### src/rtl/exception_pkg.sv
// Shared types and helpers for the exception dispatch block.
// Optional nesting support is controlled by the NESTED_EXCEPTIONS_EN macro in exception_dispatch.
package exception_pkg;

    localparam int unsigned EXCEPTION_COUNT = 16;
    localparam int unsigned EXC_NUM_WIDTH   = 4;

    typedef enum logic [1:0] {
        IDLE     = 2'd0,
        DISPATCH = 2'd1,
        ACTIVE   = 2'd2
    } dispatch_state_t;

    // Index of the lowest set bit (highest priority); 0 when the vector is empty.
    function automatic logic [EXC_NUM_WIDTH-1:0] lowest_set_index(
        input logic [EXCEPTION_COUNT-1:0] vec
    );
        logic [EXC_NUM_WIDTH-1:0] idx;
        idx = '0;
        for (int i = EXCEPTION_COUNT - 1; i >= 0; i--) begin
            if (vec[i]) begin
                idx = EXC_NUM_WIDTH'(i);
            end
        end
        return idx;
    endfunction

endpackage

### src/rtl/exception_decoder.sv
// Combinational exception-number to one-hot decoder with enable.
module exception_decoder
    import exception_pkg::*;
(
    input  logic                       en_i,
    input  logic [EXC_NUM_WIDTH-1:0]   num_i,
    output logic [EXCEPTION_COUNT-1:0] onehot_o
);

    // One bit per exception source; all-zero when disabled.
    always_comb begin
        onehot_o = '0;
        if (en_i) begin
            onehot_o[num_i] = 1'b1;
        end
    end

endmodule

### src/rtl/exception_dispatch.sv
// Exception dispatch: decodes the winning exception, redirects fetch to the
// handler vector via a valid/ready handshake, acknowledges the source and
// tracks handler lifetime until return.
// Define NESTED_EXCEPTIONS_EN to allow strictly-higher-priority preemption
// of an active handler; the default build is single-level.
module exception_dispatch
    import exception_pkg::*;
#(
    parameter int unsigned VECTOR_STRIDE_LOG2 = 4
) (
    input  logic                       clk,
    input  logic                       reset,
    input  logic                       exceptionValid,
    input  logic [EXC_NUM_WIDTH-1:0]   exceptionNumber,
    input  logic                       globalEnable,
    input  logic [31:0]                vectorBase,
    input  logic                       dispatchReady,
    input  logic                       exceptionReturn,
    output logic                       vectorValid,
    output logic [31:0]                vectorAddress,
    output logic [EXCEPTION_COUNT-1:0] exceptionAck,
    output logic [EXCEPTION_COUNT-1:0] inService,
    output logic [EXC_NUM_WIDTH-1:0]   activeCause,
    output logic                       busy
);

    localparam int unsigned SLOT_LSB = VECTOR_STRIDE_LOG2 + EXC_NUM_WIDTH;

    dispatch_state_t            state_q;
    logic [EXC_NUM_WIDTH-1:0]   cause_q;
    logic                       vvalid_q;
    logic [31:0]                vaddr_q;
    logic [EXCEPTION_COUNT-1:0] ack_q;
    logic [EXCEPTION_COUNT-1:0] insvc_q;
    logic                       busy_q;

    logic                       accept_c;
    logic                       handshake_c;
    logic                       return_c;
    logic [31:0]                target_addr_c;
    logic [EXCEPTION_COUNT-1:0] set_mask_c;
    logic [EXCEPTION_COUNT-1:0] clr_mask_c;
    logic [EXCEPTION_COUNT-1:0] remain_c;
    logic                       unused_base_c;

    // Qualified events for the current state.
    assign accept_c    = (state_q == IDLE) && exceptionValid && globalEnable;
    assign handshake_c = (state_q == DISPATCH) && vvalid_q && dispatchReady;
    assign return_c    = (state_q == ACTIVE) && exceptionReturn;

    // Handler slot address for the incoming cause; base low bits are replaced.
    assign target_addr_c = {vectorBase[31:SLOT_LSB], exceptionNumber,
                            {VECTOR_STRIDE_LOG2{1'b0}}};
    assign unused_base_c = ^vectorBase[SLOT_LSB-1:0];

    // Set mask doubles as the ack pattern; clear mask retires the active cause.
    exception_decoder u_set_dec (
        .en_i     (handshake_c),
        .num_i    (cause_q),
        .onehot_o (set_mask_c)
    );

    exception_decoder u_clr_dec (
        .en_i     (return_c),
        .num_i    (cause_q),
        .onehot_o (clr_mask_c)
    );

    assign remain_c = insvc_q & ~clr_mask_c;

    // Dispatch FSM with registered outputs.
    always_ff @(posedge clk) begin
        if (reset) begin
            state_q  <= IDLE;
            cause_q  <= '0;
            vvalid_q <= 1'b0;
            vaddr_q  <= '0;
            ack_q    <= '0;
            insvc_q  <= '0;
            busy_q   <= 1'b0;
        end else begin
            ack_q <= '0;
            case (state_q)
                IDLE: begin
                    if (accept_c) begin
                        cause_q  <= exceptionNumber;
                        vvalid_q <= 1'b1;
                        vaddr_q  <= target_addr_c;
                        busy_q   <= 1'b1;
                        state_q  <= DISPATCH;
                    end
                end
                DISPATCH: begin
                    if (handshake_c) begin
                        vvalid_q <= 1'b0;
                        insvc_q  <= insvc_q | set_mask_c;
                        ack_q    <= set_mask_c;
                        state_q  <= ACTIVE;
                    end
                end
                ACTIVE: begin
`ifdef NESTED_EXCEPTIONS_EN
                    if (return_c) begin
                        insvc_q <= remain_c;
                        if (|remain_c) begin
                            cause_q <= lowest_set_index(remain_c);
                        end else begin
                            busy_q  <= 1'b0;
                            state_q <= IDLE;
                        end
                    end else if (exceptionValid && globalEnable &&
                                 (exceptionNumber < cause_q)) begin
                        cause_q  <= exceptionNumber;
                        vvalid_q <= 1'b1;
                        vaddr_q  <= target_addr_c;
                        state_q  <= DISPATCH;
                    end
`else
                    if (return_c) begin
                        insvc_q <= remain_c;
                        busy_q  <= 1'b0;
                        state_q <= IDLE;
                    end
`endif
                end
                default: begin
                    state_q <= IDLE;
                end
            endcase
        end
    end

    assign vectorValid   = vvalid_q;
    assign vectorAddress = vaddr_q;
    assign exceptionAck  = ack_q;
    assign inService     = insvc_q;
    assign activeCause   = cause_q;
    assign busy          = busy_q;

endmodule

### config.mk
export PLATFORM = sky130hd
export DESIGN_NAME = exception_dispatch
export DESIGN_NICKNAME = d
export VERILOG_FILES = /design/src/rtl/exception_pkg.sv /design/src/rtl/exception_decoder.sv /design/src/rtl/exception_dispatch.sv
export SDC_FILE = /design/constraint.sdc
export NUM_CORES = 1
export LEC_CHECK = 0
export ABC_AREA = 1
export CAP_MARGIN = 20
export CORE_MARGIN = 4
export CORE_UTILIZATION = 45
export DETAILED_ROUTE_END_ITERATION = 7
export DONT_BUFFER_PORTS = 1
export SYNTH_ARGS = -nofsm -noshare
export SYNTH_HDL_FRONTEND = slang
export SYNTH_SLANG_ARGS = --single-unit
### constraint.sdc
create_clock -name clk -period 1.3 [get_ports clk]
set_clock_uncertainty 0.1 [all_clocks]
set_input_delay 0.26 -clock clk [delete_from_list [all_inputs] [get_ports clk]]
set_output_delay 0.26 -clock clk [all_outputs]
set_load 0.02 [all_outputs]
==> results of run 1 <==
metrics by stage:
stage	TNS, ns	utilization [%]	hold slack (ns)	area (um^2)
3_5_place_dp	-0.6541	51.03	0.2261	2861
2_1_floorplan	0	-	0.2217	2666
3_3_place_gp	-0.3431	51.03	0.2247	2861
5_1_grt	-0.9463	61.83	0.006494	3467
4_1_cts	0	58.72	0.001417	3293
6_report	0	61.83	-0.0002069	3467
worst max path at each step:
stage / start / endpoint / slack (ns) / depth (start not counted)
global placement: state_q[1] / vectorAddress[8] / -0.03 / 5
global route: state_q[1] / inService[0] / -0.05 / 7
CTS: state_q[1] / inService[0] / 0.009 / 7
floorplan: vectorValid / inService[11] / 0.02 / 8
finish: state_q[1] / vectorAddress[30] / 0.01 / 5
detailed placement: state_q[1] / activeCause[0] / -0.05 / 5
flip-flops by register name (all words and copies together), names as in the netlist:
| name | flops |
|---|---|
| state_q | 2 |
| exceptionAck | 16 |
| busy | 1 |
| activeCause | 3 |
| vectorValid | 1 |
| inService | 16 |
| vectorAddress | 25 |
timing repair:
item	in CTS	in global routing
cloned	0	3
gates resized for setup	8	50
setup endpoints to repair	42	49
endpoints found under the hold margin	27	0
setup buffers	1	0
pin swaps	1	18
hold buffers	24	0
layout make-up:
cell class / instances / share of cell area, %
flip-flops and latches: 64 / 37.35
multi-input cells: 251 / 33.45
repair buffers: 54 / 16.64
inverters: 44 / 4.980
clock buffers: 10 / 3.970
well taps: 72 / 2.598
clock inverters: 6 / 1.010
placed cells by master (no fill, tap or decap), types with 4 or more instances in the layout:
master / netlist / final
nand2_2: 0 / 6
buf_6: 1 / 5
o21ai_0: 29 / 16
or2_1: 4 / 4
a21oi_1: 9 / 9
nand2_1: 106 / 99
nor2_1: 67 / 58
dlygate4sd3_1: 0 / 24
o21ai_1: 0 / 12
inv_1: 38 / 38
dfxtp_1: 64 / 57
or2_0: 5 / 5
dfxtp_2: 0 / 5
nand3_1: 16 / 16
inv_2: 6 / 4
buf_4: 13 / 18
conb_1: 1 / 4
nor2_2: 0 / 9
buf_12: 0 / 4
clkinv_2: 0 / 4
or2_4: 0 / 5
clkbuf_8: 0 / 10
power groups by stage:
stage	Clock [uW]	Sequential [uW]	Combinational [uW]
floorplan	0	2200	241
global placement	0	2200	313
detailed placement	0	2200	317
CTS	1550	2160	381
global route	1630	2170	480
finish	1500	2160	430
kinds of logic after synthesis:
group                  share of synthesized area (%)
and+or+nand+nor                                32.63
buffers and inverters                          11.79
DFF                                            48.28
AOI/OAI and AO/OA                              7.166
other                                         0.1413
routing by layer:
layer / vias up / GRT usage (%) / share of wire (%)
met5: - / 0 / 0
met4: 0 / 7.626 / 1.6
met3: 11 / 7.949 / 8.1
met2: 73 / 28.40 / 45
met1: 1092 / 23.14 / 45
li1: 1228 / - / -
worst reg2reg max path: cells and delay by family (launching register included):
kind,cells,cell delay (ns)
AO/OA/AOI/OAI,1,0.17
AND/OR/NAND/NOR,3,0.35
buffers and inverters,1,0.19
flip-flops,1,0.37
==> results_dict.tcl, run 1 <==
set metrics [dict create \
    grt_pass1_vias 2254 \
    worstRegToRegCells 5 \
    die_w_um 84.80 \
    antenna_found_initial 0 \
    synth_area_um2 2654 \
    cp.required_ns 1.43 \
    cpPeakStageDelay_ns 0.37 \
    ys_seq_area_share_pct 48.28 \
    dieArea_um2 7190 \
    rsz0062_at_grt "true" \
    grt_remaining_overflow 0 \
    place.gp.congestion 0.8044 \
    max_clock_freq_mhz 777.6 \
    slowest_stage "dfxtp_4" \
    hp-class "in2reg" \
    holdPathStages 2 \
    synth_edf_count 0 \
    numCtsBuffers 9 \
    reg2reg_slack_ns 0.01 \
    ios 112 \
    p_seq_share_pct 52.8 \
    pwr-share-clk_pct 36.7 \
    io_buffer_count 0 \
    synthDistinctLibCells 22 \
    hold_viol_final 1 \
    multi_input_area_um2 1160 \
    comb_power_share_pct 10.5 \
    start_util_pct 47.32 \
    cp_top_family "flip-flops" \
    die_y_um 84.80 \
    slew_violations 0 \
    power_switching_share_pct 27.97 \
    grtUsageTotal_pct 18.64 \
    endpoint_kind "flop" \
    synth_area_leaders "dfxtp_1, nand2_1, nor2_1, o21ai_0, inv_1" \
    fill_cells 546 \
    max-cap-violations 0 \
    cts.reportedPaths.clkPinSlew_ns 0.07 \
    area_growth_pct 30.65 \
    crit_buf_inv 1 \
    status "complete, but fails checks" \
    synth-async-reset-ratio_pct 0 \
    p_per_area_nw_per_um2 1180 \
    seq_area_um2 1295 \
    clockBufferDepth 2 \
    place_ws_ns -0.05244 \
    design.core.area_um2 5608 \
    htree_levels 3 \
    vias_per_cell 4.798 \
    hold-path-endpoint "activeCause[2]" \
    ys_ff_latch 64 \
    hp-start "exceptionNumber[2]" \
    synth_top_area_share_pct 48.28 \
    power.total_uw 4092 \
    nets 466 \
    clock-root-buffer "clkbuf_8" \
    crit_arrival_ns 1.41 \
    dp.cells 457 \
    cts_tree "built" \
    reg2reg_to "vectorAddress[30]" \
    wl_um 6816 \
    wl_per_cell_um 13.60 \
    drt_iter0_markers 110 \
    crit-reg2reg-launch "state_q[1]" \
    whs_ns -0.0002069 \
    period_needed_ns 1.286 \
    p_leak_uw 0.001761 \
    worst_slack_ns 0.01405 \
    num_vias 2404 \
    ys.flop_type "dfxtp_1" \
    p_sw_uw 1144 \
    path_cells "nor2_2 > nand3_4 > buf_4 > o21ai_0 > nor2_1" \
    diodes 0 \
    internal_power_uw 2948 \
    hpwl_um 4304 \
    peakVddDrop_mv 0.8167 \
    drcViolationCount 0 \
    antenna_left 0 \
    finalNonFillerCells 501 \
    startpoint_type "flop" \
    avgSynthCellArea_um2 7.021 \
    grt_start_max_net_pins 42 \
    synth.most_common_cell "nand2_1" \
    drt-pass1-iter-count 4 \
    violations "hold timing" \
    clock_sinks 64 \
    setup_viol 0 \
    synth_area_leader_cell "dfxtp_1" \
    netlist_top_cells_count "nand2_1, nor2_1, dfxtp_1" \
    drive_gt1_share_pct 20.05 \
    grt_pass1_wl_um 10720 \
    row_count 27 \
    synthCells 378 \
    crit_type "reg2reg" \
    crit_fanout 7 \
    fin_crit_sh_pct 98.92 \
    clk_latency_ns 0.33 \
    ys_warn_count 0 \
]
Note: power is estimated with default switching activity, not from simulation.
==> inputs of run 2 (changes only) <==
- SKIP_LAST_GASP: unset -> 1
==> run 2 against run 1 <==
- the flow still finishes with violations (hold timing)
- non-clock buffer count did not move
- cell count unchanged
- die area unchanged
- routed wire length decreased by 0.15%
==> results_dict.tcl, run 2 (synthesized netlist as in run 1, its figures left out) <==
set metrics [dict create \
    status "complete, but fails checks" \
    violations "hold timing" \
    drt-pass1-iter-count 4 \
    antenna_found_initial 0 \
    hpwl_um 4304 \
    nets 466 \
    drive_gt1_share_pct 19.35 \
    period_needed_ns 1.299 \
    rsz0062_at_grt "true" \
    diodes 0 \
    clk_latency_ns 0.33 \
    p_leak_uw 0.001757 \
    start_util_pct 47.32 \
    place.gp.congestion 0.8044 \
    peakVddDrop_mv 0.8197 \
    num_vias 2420 \
    whs_ns -0.002362 \
    cp_top_family "flip-flops" \
    crit_buf_inv 1 \
    path_cells "buf_6" \
    final_common_cell "nand2_1" \
    grtUsageTotal_pct 18.64 \
    vias_per_cell 4.830 \
    slowest_stage "dfxtp_1" \
    htree_levels 3 \
    fill_cells 550 \
    clock-root-buffer "clkbuf_8" \
    grt_remaining_overflow 0 \
    clock_sinks 64 \
    die_y_um 84.80 \
    crit_type "reg2out" \
    max-cap-violations 0 \
    startpoint_type "flop" \
    drt_iter0_markers 113 \
    max_clock_freq_mhz 769.9 \
    clockBufferDepth 2 \
    crit_fanout 5 \
    design.core.area_um2 5608 \
    cts_tree "built" \
    row_count 27 \
    setup_viol 0 \
    area_growth_pct 30.17 \
    crit_arrival_ns 0.94 \
    place_ws_ns -0.05244 \
    hp-class "in2reg" \
    endpoint_kind "output port" \
    dieArea_um2 7190 \
    cpPeakStageDelay_ns 0.42 \
    grt_start_max_net_pins 42 \
    power.total_uw 4091 \
    wl_per_cell_um 13.58 \
    utilization_pct 61.60 \
    fin_crit_sh_pct 99.92 \
    p_per_area_nw_per_um2 1184 \
    grt_pass1_vias 2254 \
    largest_reg_flops 25 \
    slew_violations 0 \
    antenna_left 0 \
    worst_slack_ns 0.001077 \
    hold_viol_final 1 \
    numCtsBuffers 9 \
    io_buffer_count 0 \
    wl_um 6806 \
    die_w_um 84.80 \
    drcViolationCount 0 \
    ios 112 \
    cts.reportedPaths.clkPinSlew_ns 0.07 \
    grt_pass1_wl_um 10720 \
    most-common-layout-cells "nand2_1, nor2_1, dfxtp_1, inv_1, dlygate4sd3_1" \
    cp.required_ns 0.94 \
]
run 2: timing repair:
| item | CTS | global route |
|---|---|---|
| pin swaps | 1 | 12 |
| gates cloned | 0 | 3 |
| hold buffers | 24 | 0 |
| hold endpoints to repair | 27 | 0 |
| setup buffers | 1 | 0 |
| endpoints found under the setup margin | 42 | 49 |
| resized for setup | 6 | 47 |
run 2: path summary, 6_finish.rpt:
| path | to | cells after the start | from | slack, ns |
|---|---|---|---|---|
| worst max-delay path | activeCause[1] | 1 | activeCause[1] | 0.001 |
| worst min-delay path | activeCause[2] | 2 | exceptionNumber[2] | -0.002 |
| worst max register to register | inService[2] | 8 | state_q[0] | 0.01 |
| worst min register to register | state_q[0] | 2 | state_q[0] | 0.44 |
run 2: through the flow:
| stage | instances | TNS, ns | cell area, um^2 | hold slack, ns |
|---|---|---|---|---|
| 2_1_floorplan | 381 | 0 | 2666 | 0.2217 |
| 3_3_place_gp | 457 | -0.3431 | 2861 | 0.2247 |
| 3_5_place_dp | 457 | -0.6541 | 2861 | 0.2261 |
| 4_1_cts | 498 | -0.01054 | 3291 | 0.001417 |
| 5_1_grt | 501 | -1.324 | 3455 | 0.006494 |
| 6_report | 501 | 0 | 3455 | -0.002362 |
run 2: report_power, final:
part	switching, uW	internal (uW)
clock	777	729
combinational	243	184
sequential	127	2030
total	1150	2940
run 2: area by class of cell:
class | instances | area [um^2] | share of cell area [%]
tap | 72 | 90.09 | 2.608
timing repair buffer | 54 | 573.1 | 16.59
sequential | 64 | 1294 | 37.45
multi-input combinational | 251 | 1152 | 33.36
clock buffer | 10 | 137.6 | 3.984
clock inverter | 6 | 35.03 | 1.014
inverter | 44 | 172.7 | 4.998
run 2: routing by layer:
metal	routed length [um]	global-route usage, %
met3	566	7.949
met1	3050	23.14
met2	3074	28.40
met5	0	0
met4	114	7.626
==> inputs of run 3 (changes only) <==
- CTS_CLUSTER_SIZE: unset -> 12
==> results of run 3 <==
Final layout, timing and power as in run 2 (identical DEF).
==> edit: new RTL, config.mk and constraints of run 1 <==
Build with the macro `NESTED_EXCEPTIONS_EN` defined.
--- a/src/rtl/exception_dispatch.sv
+++ b/src/rtl/exception_dispatch.sv
@@ -3,6 +3,8 @@
 // tracks handler lifetime until return.
 // Define NESTED_EXCEPTIONS_EN to allow strictly-higher-priority preemption
 // of an active handler; the default build is single-level.
+`define NESTED_EXCEPTIONS_EN
+
 module exception_dispatch
     import exception_pkg::*;
 #(
Check against the original RTL: not equivalent (a bounded check fails within 4 cycles, from zero or initial values and one cycle with reset high).
==> edit against run 1 <==
The flow finishes with violations (negative setup slack). Synthesized area grew 9.4%. Cell count up 21%. Routed wire length rose by 48%. Count of clock-buffer cells in the layout up 4. Critical path depth up 16. Cell area increased by 41%. Setup slack got worse by 0.93 ns. Die area rose by 8.5%. Sequential cell count is 4 higher. Critical endpoint is now activeCause[0].
Power is not compared: it rests on default switching activity, and its combinational part moved more than twofold at a synthesized area within 25%.
==> edit: results (changes against run 1) <==
stage	metric	value	unit	change
outcome	status	finished with violations		
outcome	violations	negative setup slack		
detailed_routing	m1WireLength	3630	um	+18%
detailed_routing	wl_met3	723	um	+31%
place	dp_slack	-0.739	ns	-0.686 ns
finish	layout.nets	572		+23%
finish	drive_gt1_share	49.2	%	+29 points
place	hpwl	5710	um	+33%
logic_synthesis	ys_seq_area_share	46.9	%	-1.4 points
place	placed_area	0.00358	mm^2	+25%
logic_synthesis	synth_area_leaders	dfxtp_1 47%, nor2_1 12%, a21oi_1 6.0%		
logic_synthesis	synthTopCellsByCount	91 x nor2_1, 68 x dfxtp_1, 45 x nand2_1, 35 x a21oi_1, 34 x o21ai_0		
cts	clk-insertion-delay-late	0.35	ns	+0.02 ns
finish	largest_reg_flops	28		+12%
place	dp_cells	527		+15%
timing	setup_violations	71		+71
detailed_routing	vias	3095		+29%
detailed_routing	drt_iter0_drc	107		-2.7%
detailed_routing	wl	10100	um	+48%
critical_path	cpPeakStageDelay	0.39	ns	+0.02 ns
grt	grt_max_degree	29		-31%
critical_path	r2r.worst_path.cells	21		+16
critical_path	critPathArrivalTime	2.39	ns	+0.98 ns
detailed_routing	wl_met2	5380	um	+75%
finish	fill_cells	382		-30%
critical_path	r2r_start	activeCause[0]		
timing	fin_ws	-0.918	ns	-0.932 ns
logic_synthesis	ys_types	36		+64%
grt	grt_pass1_wl	14500	um	+35%
finish	multiInputGateArea	0.00170	mm^2	+46%
grt	grt_pass1_vias	3156		+40%
logic_synthesis	avgSynthCellArea	7.46	um^2	+6.3%
min_path	worstHoldStart	exceptionNumber[3]		
critical_path	cp_max_fo	5		-2
place	gp_congestion	0.903		+12%
detailed_routing	viasPerCell	5.11		+6.4%
==> edit: cell count changes after synthesis, sizes merged, moves of 12 or more <==
cell / delta
a21oi: +27
nand3: -12
nor2: +30
o21ai: +23
nand2: -57
or2: -14
==> edit: layer usage <==
metal	vias to the layer above	track usage (%)
li1	1521	-
met4	0	7.28
met1	1429	25.4
met5	-	0
met3	28	8.66
met2	117	43.6
==> edit: power breakdown <==
group | switching, uW | total, uW | internal [uW]
logic | 467 | 897 | 430
clock network | 772 | 1670 | 902
registers | 218 | 2410 | 2190
==> edit: worst paths after layout <==
| path | slack (ns) | to |
|---|---|---|
| max | -0.92 | activeCause[0] |
| min | 0.02 | activeCause[3] |
| max reg2reg | -0.92 | activeCause[0] |
| min reg2reg | 0.41 | inService[4] |
==> edit: cell type report <==
cell class	count	share of cell area (%)
clock inverter	1	0.103
timing repair inverter	1	0.154
inverter	38	3.31
clock buffer	14	3.77
sequential	68	28.3
multi-input combinational	265	34.8
timing repair buffer	144	27.6
tap	75	1.92
==> edit: logic make-up after synthesis <==
family | Yosys count | share of synthesized area, %
and+or+nand+nor | 160 | 23.0
AOI/OAI and AO/OA | 98 | 19.7
DFF | 68 | 46.9
buffers and inverters | 59 | 9.01
adders and majority gates | 3 | 1.29
other | 1 | 0.129
==> edit: critical path: cells and delay by family (launching register included) <==
kind	cells	cell delay, ns
and+or+nand+nor	19	1.39
AOI/OAI and AO/OA	1	0.17
buffers and inverters	1	0.09
DFF	1	0.39
==> edit: timing repair <==
action,4_1_cts,5_1_grt
endpoints found under the setup margin,69,73
cloned,1,6
hold buffers,31,0
gates resized for setup,67,89
pin swaps,17,44
buffers inserted,17,10
hold endpoints to repair,37,0
